### src/rtl/synth_pkg.sv
// Shared command encodings, the FSM state type and the saturation helper
// used by the voice allocator and its mixer.
package synth_pkg;

  localparam logic       CMD_ON        = 1'b1;
  localparam logic       CMD_OFF       = 1'b0;
  localparam logic [6:0] MIDI_STOP_ALL = 7'h7F;

  // ST_HOLD is the single cycle after an accepted command (and after reset).
  typedef enum logic {
    ST_HOLD  = 1'b0,
    ST_READY = 1'b1
  } cmd_state_e;

  // Clamp a signed value to the range of a w-bit signed number.
  function automatic logic signed [63:0] saturate(input logic signed [63:0] x,
                                                  input int w);
    logic signed [63:0] hi;
    logic signed [63:0] lo;
    hi = (64'sd1 <<< (w - 1)) - 64'sd1;
    lo = -hi - 64'sd1;
    if (x > hi) return hi;
    if (x < lo) return lo;
    return x;
  endfunction

endpackage

### src/rtl/voice_mixer.sv
// Two-stage mix pipeline: sum active voice samples on a tick, then shift
// by GAIN_SHIFT and saturate into the output register.
module voice_mixer
  import synth_pkg::*;
#(
  parameter int N_VOICES   = 16,
  parameter int SAMPLE_W   = 16,
  parameter int GAIN_SHIFT = 2
) (
  input  logic                         clk,
  input  logic                         reset_n,
  input  logic                         i_tick,
  input  logic [N_VOICES-1:0]          i_active,
  input  logic [N_VOICES*SAMPLE_W-1:0] i_voice_sample,
  output logic [SAMPLE_W-1:0]          o_signal,
  output logic                         o_valid
);

  localparam int SUM_W = SAMPLE_W + $clog2(N_VOICES);

  logic signed [SUM_W-1:0] sum_d, sum_q;
  logic signed [SUM_W-1:0] shifted;
  logic                    tick_d, tick_q;
  logic [SAMPLE_W-1:0]     signal_d, signal_q;
  logic                    valid_d, valid_q;

  always_comb begin
    sum_d  = sum_q;
    tick_d = i_tick;
    if (i_tick) begin
      sum_d = '0;
      for (int k = 0; k < N_VOICES; k++) begin
        if (i_active[k]) begin
          sum_d = sum_d + SUM_W'($signed(i_voice_sample[k*SAMPLE_W +: SAMPLE_W]));
        end
      end
    end
  end

  always_comb begin
    shifted  = sum_q >>> GAIN_SHIFT;
    signal_d = signal_q;
    valid_d  = tick_q;
    if (tick_q) begin
      signal_d = SAMPLE_W'(saturate(64'(shifted), SAMPLE_W));
    end
  end

  // Reset drops any in-flight mix so no stale o_valid escapes.
  always_ff @(posedge clk or negedge reset_n) begin
    if (!reset_n) begin
      sum_q    <= '0;
      tick_q   <= 1'b0;
      signal_q <= '0;
      valid_q  <= 1'b0;
    end else begin
      sum_q    <= sum_d;
      tick_q   <= tick_d;
      signal_q <= signal_d;
      valid_q  <= valid_d;
    end
  end

  assign o_signal = signal_q;
  assign o_valid  = valid_q;

endmodule

### src/rtl/voice_allocator.sv
// Polyphonic voice allocator with oldest-voice stealing and a saturating mixer.
// Define VOICE_STEAL_EN to steal on a full table; otherwise the note is dropped.
// Handshake: a command transfers on a cycle where i_valid && o_ready; o_ready
// then drops for exactly one cycle, so at most one command per two cycles.
module voice_allocator
  import synth_pkg::*;
#(
  parameter int N_VOICES   = 16,
  parameter int MIDI_W     = 7,
  parameter int SAMPLE_W   = 16,
  parameter int GAIN_SHIFT = 2
) (
  input  logic                           clk,
  input  logic                           reset_n,
  input  logic [15:0]                    i_data,
  input  logic                           i_valid,
  output logic                           o_ready,
  output logic [N_VOICES-1:0]            o_voice_on,
  output logic [N_VOICES*MIDI_W-1:0]     o_voice_midi,
  input  logic [N_VOICES*SAMPLE_W-1:0]   i_voice_sample,
  input  logic                           i_sample_tick,
  output logic [SAMPLE_W-1:0]            o_signal,
  output logic                           o_valid,
  output logic                           o_overflow,
  output logic [$clog2(N_VOICES+1)-1:0]  o_active_count,
  output logic                           o_dbg_state
);

  localparam int AGE_W = $clog2(N_VOICES);
  localparam int CNT_W = $clog2(N_VOICES + 1);
  localparam logic [MIDI_W-1:0] STOP    = MIDI_W'(MIDI_STOP_ALL);
  localparam logic [AGE_W-1:0]  AGE_MAX = '1;

  cmd_state_e                        state_d, state_q;
  logic [N_VOICES-1:0]               active_d, active_q;
  logic [N_VOICES-1:0][MIDI_W-1:0]   midi_d, midi_q;
  logic [N_VOICES-1:0][AGE_W-1:0]    age_d, age_q;
  logic                              overflow_d, overflow_q;

  logic              accept;
  logic              cmd_on;
  logic [MIDI_W-1:0] cmd_midi;
  logic              hit, free_found, do_alloc, load;
  logic [AGE_W-1:0]  hit_idx, free_idx, target;
  logic [CNT_W-1:0]  count;
  logic              unused_velocity;
`ifdef VOICE_STEAL_EN
  logic [AGE_W-1:0]  oldest_idx, oldest_age;
`endif

  assign cmd_on          = (i_data[15] == CMD_ON);
  assign cmd_midi        = MIDI_W'(i_data[14:8]);
  assign unused_velocity = ^i_data[7:0];

  always_comb begin
    accept  = 1'b0;
    state_d = state_q;
    case (state_q)
      ST_READY: begin
        accept  = i_valid;
        state_d = i_valid ? ST_HOLD : ST_READY;
      end
      default: state_d = ST_READY;
    endcase
  end

  // Voice lookups: matching note, lowest free voice, oldest voice.
  always_comb begin
    hit        = 1'b0;
    hit_idx    = '0;
    free_found = 1'b0;
    free_idx   = '0;
`ifdef VOICE_STEAL_EN
    oldest_idx = '0;
    oldest_age = age_q[0];
`endif
    for (int k = 0; k < N_VOICES; k++) begin
      if (!hit && active_q[k] && (midi_q[k] == cmd_midi)) begin
        hit     = 1'b1;
        hit_idx = AGE_W'(k);
      end
      if (!free_found && !active_q[k]) begin
        free_found = 1'b1;
        free_idx   = AGE_W'(k);
      end
`ifdef VOICE_STEAL_EN
      if (age_q[k] > oldest_age) begin
        oldest_age = age_q[k];
        oldest_idx = AGE_W'(k);
      end
`endif
    end
  end

  always_comb begin
    active_d   = active_q;
    midi_d     = midi_q;
    age_d      = age_q;
    overflow_d = 1'b0;
    do_alloc   = 1'b0;
    load       = 1'b0;
    target     = '0;
    if (accept) begin
      if (cmd_on) begin
        if (cmd_midi != STOP) begin
          if (hit) begin
            do_alloc = 1'b1;
            target   = hit_idx;
          end else if (free_found) begin
            do_alloc = 1'b1;
            load     = 1'b1;
            target   = free_idx;
          end else begin
`ifdef VOICE_STEAL_EN
            do_alloc = 1'b1;
            load     = 1'b1;
            target   = oldest_idx;
`else
            overflow_d = 1'b1;
`endif
          end
        end
      end else if (cmd_midi == STOP) begin
        active_d = '0;
        midi_d   = {N_VOICES{STOP}};
        age_d    = '0;
      end else begin
        for (int k = 0; k < N_VOICES; k++) begin
          if (active_q[k] && (midi_q[k] == cmd_midi)) begin
            active_d[k] = 1'b0;
            midi_d[k]   = STOP;
            age_d[k]    = '0;
          end
        end
      end
    end
    // The chosen voice becomes youngest; every other active voice ages.
    if (do_alloc) begin
      for (int k = 0; k < N_VOICES; k++) begin
        if (AGE_W'(k) == target) begin
          active_d[k] = 1'b1;
          age_d[k]    = '0;
          if (load) midi_d[k] = cmd_midi;
        end else if (active_q[k] && (age_q[k] != AGE_MAX)) begin
          age_d[k] = age_q[k] + 1'b1;
        end
      end
    end
  end

  always_comb begin
    count = '0;
    for (int k = 0; k < N_VOICES; k++) begin
      count = count + CNT_W'(active_q[k]);
    end
  end

  always_ff @(posedge clk or negedge reset_n) begin
    if (!reset_n) begin
      state_q    <= ST_HOLD;
      active_q   <= '0;
      midi_q     <= {N_VOICES{STOP}};
      age_q      <= '0;
      overflow_q <= 1'b0;
    end else begin
      state_q    <= state_d;
      active_q   <= active_d;
      midi_q     <= midi_d;
      age_q      <= age_d;
      overflow_q <= overflow_d;
    end
  end

  // The mixer sees active_q, so a tick alongside a command uses the old mask.
  voice_mixer #(
    .N_VOICES  (N_VOICES),
    .SAMPLE_W  (SAMPLE_W),
    .GAIN_SHIFT(GAIN_SHIFT)
  ) u_mixer (
    .clk           (clk),
    .reset_n       (reset_n),
    .i_tick        (i_sample_tick),
    .i_active      (active_q),
    .i_voice_sample(i_voice_sample),
    .o_signal      (o_signal),
    .o_valid       (o_valid)
  );

  assign o_ready        = (state_q == ST_READY);
  assign o_dbg_state    = state_q;
  assign o_voice_on     = active_q;
  assign o_voice_midi   = midi_q;
  assign o_overflow     = overflow_q;
  assign o_active_count = count;

endmodule

### config.mk
export PLATFORM = sky130hd
export DESIGN_NAME = voice_allocator
export DESIGN_NICKNAME = d
export VERILOG_FILES = /design/src/rtl/synth_pkg.sv /design/src/rtl/voice_mixer.sv /design/src/rtl/voice_allocator.sv
export SDC_FILE = /design/constraint.sdc
export NUM_CORES = 1
export LEC_CHECK = 0
export CORE_UTILIZATION = 31
export CTS_CLUSTER_SIZE = 14
export DETAILED_ROUTE_END_ITERATION = 6
export GPL_TIMING_DRIVEN = 0
export REMOVE_ABC_BUFFERS = 1
export SLEW_MARGIN = 25
export SYNTH_ARGS = -nofsm -noshare
export SYNTH_HDL_FRONTEND = slang
export SYNTH_SLANG_ARGS = --single-unit
export TNS_END_PERCENT = 50
### constraint.sdc
create_clock -name clk -period 22.1 [get_ports clk]
set_input_delay 4.42 -clock clk [delete_from_list [all_inputs] [get_ports clk]]
set_output_delay 4.42 -clock clk [all_outputs]
set_load 0.05 [all_outputs]
## Word-level counts from Yosys, hierarchy flattened

Index checks and enable logic that the tools add are counted.

- Word-level logic and storage cells: 406
- Bits in registers: 168
- Output and inout bits: 153

- Reduce and logical (&&, ||, !) cells: 106
- Add/sub/neg operators: 30
- Equality and inequality tests: 33
- Order comparisons: 2
- Muxes and demuxes: 212

Operators by type and width:

| operator | count |
|---|---|
| $mux 20 | 31 |
| $mux 112 | 4 |
| $mux 7 | 48 |
| $add 20x16->20 | 15 |
| $mux 16 | 8 |
| $mux 4 | 32 |
| $eq 7x7->1 | 16 |
| $mux 1 | 88 |
| $logic_and 1x1->1 | 61 |
| $add 5x1->5 | 11 |
| $logic_not 1->1 | 44 |
| $eq 4x4->1 const A | 8 |
| $gt 18x16->1 const B | 1 |
| $lt 18x16->1 const B | 1 |
| $eq 3x4->1 const A | 4 |
| $eq 2x4->1 const A | 2 |
| $eq 7x7->1 const B | 1 |
| $ne 7x7->1 const B | 1 |
| $add 4x1->5 | 1 |
| $add 3x1->4 | 1 |
| $eq 1x4->1 const A | 1 |
| $logic_not 4->1 | 1 |
| $add 2x1->3 | 1 |
| $add 1x1->2 | 1 |
| $mux 2 | 1 |

## Depth between registers and ports, before layout

Gate-level depths: netlist (run 1).

- Depth after elaboration: 70
- Gate-level depth with buffers: 112

## Hierarchy

A second synthesis (run 1) with hierarchy kept.

- Cell total of the unflattened synthesis: 3421
- Area, all modules: 26444.1 um2

Modules (own cells, without submodules):

| module | instances | area each (um2) | cells an instance |
|---|---|---|---|
| voice_mixer | 1 | 18278.8 | 2631 |
| voice_allocator | 1 | 8165.3 | 790 |

## Worst setup path after synthesis (run 1)

OpenSTA, ideal clock, no wires.

- Path kind: input to register
- Start: input i_voice_sample[0]
- End: register u_mixer.sum_q[19]
- Arrival: 22.450 ns
- Buffers on the path: 0
- Required time: 21.975 ns
- Setup slack: -0.475 ns
- Stages on the path: 95
- Setup time: 0.125 ns
- Cells stage by stage: and2_1 -> ha_1 -> inv_1 -> fa_1 -> nor2b_1 -> o21ai_0 -> a21boi_1 -> o21a_1 -> o21a_1 -> o21ai_1 -> a31o_2 -> ha_1 -> o21a_1 -> nor2_1 -> a31oi_1 -> a21o_1 -> a21oi_1 -> xor2_1 -> [... 59 more ...] -> nand2b_1 -> mux2i_1 -> or3_1 -> ha_1 -> xnor2_1 -> nand2_1 -> o41a_1 -> ha_1 -> a211o_1 -> a21oi_1 -> o311ai_0 -> o21a_1 -> ha_1 -> and2_1 -> or3_1 -> nand3_1 -> xnor3_1 -> mux2_4

- Word-level cells in the longest chain between the ends: 46

RTL lines:

| element | RTL line | source |
|---|---|---|
| start: declaration | voice_allocator.sv:20 | `input logic [N_VOICES*SAMPLE_W-1:0] i_voice_sample,` |
| $mux 20 (*) | voice_mixer.sv:33 | `if (i_active[k]) begin` |
| $mux 20 (*) | voice_mixer.sv:30 | `if (i_tick) begin` |
| $add 20x16->20 | voice_mixer.sv:34 | `sum_d = sum_d + SUM_W'($signed(i_voice_sample[k*SAMPLE_W +: SAMPLE_W]));` |
| $mux 20 (*) | voice_mixer.sv:33 |  |
| $mux 20 (*) | voice_mixer.sv:30 |  |
| $add 20x16->20 | voice_mixer.sv:34 |  |
| $mux 20 (*) | voice_mixer.sv:33 |  |
| $mux 20 (*) | voice_mixer.sv:30 |  |
| [... 30 more ...] | n/a |  |
| $add 20x16->20 | voice_mixer.sv:34 |  |
| $mux 20 (*) | voice_mixer.sv:33 |  |
| $mux 20 (*) | voice_mixer.sv:30 |  |
| $add 20x16->20 | voice_mixer.sv:34 |  |
| $mux 20 (*) | voice_mixer.sv:33 |  |
| $mux 20 (*) | voice_mixer.sv:30 |  |
| $add 20x16->20 | voice_mixer.sv:34 |  |
| $mux 20 (*) | voice_mixer.sv:33 |  |
| end signal: assignment | voice_mixer.sv:57 | `sum_q <= sum_d;` |
| end: declaration | voice_mixer.sv:21 | `logic signed [SUM_W-1:0] sum_d, sum_q;` |

Mark *: on every way between the ends. The rest lies on a longest branch, timed or not. The select of a mux whose other input is x is not followed.
A chain may end at the register's enable or synchronous reset.

## Worst setup path in the final report (run 1)

Same ends and word-level chain as after synthesis.

==> out/metrics.yaml, run 1 <==
status: "finished with violations"
violations: "setup timing"
die_h_um: 291.8
wl_per_cell_um: 21.47
synth_top_area_share_pct: 13.89
antenna_found_initial: 19
cp_common_cell: "ha_4"
wl_um: 109300
post-route-drc-count: 0
ctsRootBufferMaster: "clkbuf_16"
cp.required_ns: 22.43
synth_compound_area_share_pct: 27.61
async_flop_share_pct: 100.0
endpoint_kind: "flop"
ys_types: 100
crit_family: "compound AO/OA/AOI/OAI gates"
yosys_warnings: 0
syn_inst: 3452
maxCapViolations: 0
area_growth_pct: 39.07
slew_viol_final: 0
fin_crit_sh_pct: 102.2
yosys.area_share.simple_pct: 19.77
grt_max_degree: 93
grt_pass1_wl_um: 160800
boundaryPins: 429
clk_pin_slew_ns: 0.06
synth_top_area_cell: "ha_1"
synth_seq_area_share_pct: 16.49
first_global_vias: 27050
skew_ns: 0.01041
finalSetupViolCount: 1
synth_top_family_by_area: "compound AO/OA/AOI/OAI gates"
synth_area_leaders: "ha_1 (14%), dfstp_2 (11%), xnor2_1 (6.2%), o21ai_0 (6.1%), a21oi_1 (5.2%)"
synth_area_um2: 26040
coreArea_um2: 82640
synthAdderAreaFrac_pct: 15.73
crit_buf_inv: 6
startpoint_type: "primary input"
arrival_ns: 22.92
max_freq_ghz: 0.04426
place_congestion: 0.9278
start_util_pct: 31.51
cp_slowest_cell: "or4_4"
io_buffers: 420
setup_tns_ns: -0.4920
grt_use_total_pct: 24.29
hold_violations: 0
layout.area.seq_um2: 4313
synthMuxAreaShare_pct: 5.291
placementRows: 105
clockBufferDepth: 2
drtIter0Drc: 2048
insertion_delay_ns: 0.45
min_period_ns: 22.59
synth_edf_count: 0
hpwl_um: 83230
cts.sinks: 166
cts_max_level: 4
vias_per_cell: 5.573
synth_seq_cells: 166
slowest_delay_ns: 0.55
avgSynthCellArea_um2: 7.542
antenna_left: 0
route.vias.total: 28370
fp.dieW_um: 291.8
cts_hold_buffers: 0
worstMarginPinSlew_ns: 1.005
nets: 4589
synth_top_flop_cell: "dfstp_2"
setup_slack_ns: -0.4920
drive_above_1_share_pct: 22.56
drt-pass1-iter-count: 6
nFillCells: 8125
cts_tree: "done"
crit_type: "in2reg"
worst-path-max-fanout: 4
multi_input_area_um2: 23080
synth_xor_area_share_pct: 10.05
relSlewSlack_pct: 32.72
overflow: 0
worstHoldPathType: "reg2reg"
die-area_um2: 85150
rsz0062_at_grt: "true"
cts_buffers: 17
-- state kept, by name (all words and copies together), names as in the netlist --
register,cells
o_voice_midi,112
u_mixer.sum_q,18
o_voice_on,16
u_mixer.o_signal,16
o_dbg_state,1
o_overflow,1
u_mixer.o_valid,1
u_mixer.tick_q,1
-- final timing paths --
check	from	endpoint	slack (ns)	cells after the start
max reg2reg	o_voice_on[0]	u_mixer.sum_q[19]	2.79	97
max	i_voice_sample[0]	u_mixer.sum_q[19]	-0.49	98
max in group asynchronous	reset_n	o_voice_on[6]	17.23	2
min reg2reg	u_mixer.o_signal[15]	u_mixer.o_signal[15]	0.52	1
min	u_mixer.o_signal[15]	u_mixer.o_signal[15]	0.52	1
min in group asynchronous	reset_n	u_mixer.o_signal[9]	3.95	1
-- cells in the final DEF (no fill, tap or decap), types with 14 or more instances in the layout --
cell and count:
o21ai_1 41, mux2_2 39, clkdlybuf4s50_1 407, and2_1 23, o21a_1 74, clkbuf_16 18
nand4_1 34, ha_4 71, a211oi_1 21, nor2b_1 46, nor2_1 322, ha_2 15
a31oi_2 14, nand2b_1 35, xnor2_1 171, nor4_1 22, nor3_1 80, inv_2 15
nor2_2 21, o21ai_0 263, ha_1 203, xor2_1 102, mux2i_1 75, a31oi_1 22
o21bai_1 14, o21ai_2 31, nand3_1 56, nand2_1 282, dfstp_2 112, fa_1 23
a31o_2 14, a21oi_2 54, dfrtp_1 39, o211ai_1 38, or3_1 30, buf_4 216
dfrtp_2 15, a21oi_1 207, a21o_1 83, inv_1 196
-- worst reg2reg max path, delay by kind of cell (launching register included) --
family / cells / cell delay (ns)
AOI/OAI and AO/OA: 37 / 6.12
xor gates and xnor gates: 9 / 1.69
adders and majority gates: 16 / 4.28
buffers and inverters: 6 / 0.68
DFF: 1 / 0.53
muxes: 3 / 0.71
and+or+nand+nor: 26 / 5.17
-- Yosys cell counts (81+ instances only) --
| cell type | number |
|---|---|
| dfstp_2 | 112 |
| nor3_1 | 86 |
| nor2_1 | 342 |
| ha_1 | 289 |
| clkbuf_1 | 81 |
| xor2_1 | 106 |
| a21o_1 | 83 |
| o21ai_0 | 318 |
| a21oi_1 | 270 |
| xnor2_1 | 185 |
| inv_1 | 208 |
| nand2_1 | 290 |
-- repair_timing --
item | in CTS | in global routing
setup buffers | 164 | 57
pin swaps | 185 | 112
endpoints found under the setup margin | 10 | 9
resized for setup | 358 | 187
hold endpoints to repair | 0 | 0
-- routing by layer --
layer / wire [um] / up-vias / part of all wire (%) / GRT usage (%)
li1: - / 13620 / - / -
met1: 48340 / 13600 / 44 / 32.53
met2: 50090 / 961 / 46 / 39.71
met3: 7245 / 180 / 6.6 / 3.654
met4: 3519 / 18 / 3.2 / 8.062
met5: 115 / - / 0.11 / 0
-- kinds of logic (layout without fill, tap and decap cells) --
family	after synthesis	count (layout)
AO/OA/AOI/OAI	1124	1124
AND/OR/NAND/NOR	1088	1088
buffers and inverters	337	897
adder cells (fa/ha/maj)	313	313
XOR/XNOR	294	294
flip-flops	166	166
multiplexers	130	130
other	0	9
-- through the flow --
step / setup slack [ns] / cells / hold slack [ns] / util, % / instance area, um2
floorplan: -0.8303 / 3330 / 0.4663 / - / 25530
global placement: -4.460 / 4820 / 0.4926 / 37.60 / 31070
detailed placement: -4.180 / 4829 / 0.5034 / 37.83 / 31260
CTS: -0.2957 / 5024 / 0.5189 / 42.09 / 34780
global route: -1.182 / 5091 / 0.5420 / 43.82 / 36210
finish: -0.4920 / 5091 / 0.5188 / 43.82 / 36210
-- cell type report --
type	instances	share of cell area (%)
timing repair buffer	651	16.75
inverter	215	2.236
antenna	9	0.06220
sequential	166	11.91
tap	1070	3.697
clock inverter	7	0.2661
clock buffer	24	1.334
multi-input combinational	2949	63.74
Power of run 1 is left out: the tool's default activity adds up to more than one toggle a clock period on the data nets, which glitch-free logic cannot reach.
==> run 2: changes to the inputs <==
--- a/config.mk
+++ b/config.mk
@@ -9,6 +9,7 @@
 export CTS_CLUSTER_SIZE = 14
 export DETAILED_ROUTE_END_ITERATION = 6
 export GPL_TIMING_DRIVEN = 0
+export HOLD_SLACK_MARGIN = 0.08
 export REMOVE_ABC_BUFFERS = 1
 export SLEW_MARGIN = 25
 export SYNTH_ARGS = -nofsm -noshare
==> results of run 2 <==
Final layout, timing and power as in run 1 (identical DEF).
Power of run 2 is left out for the same reason.
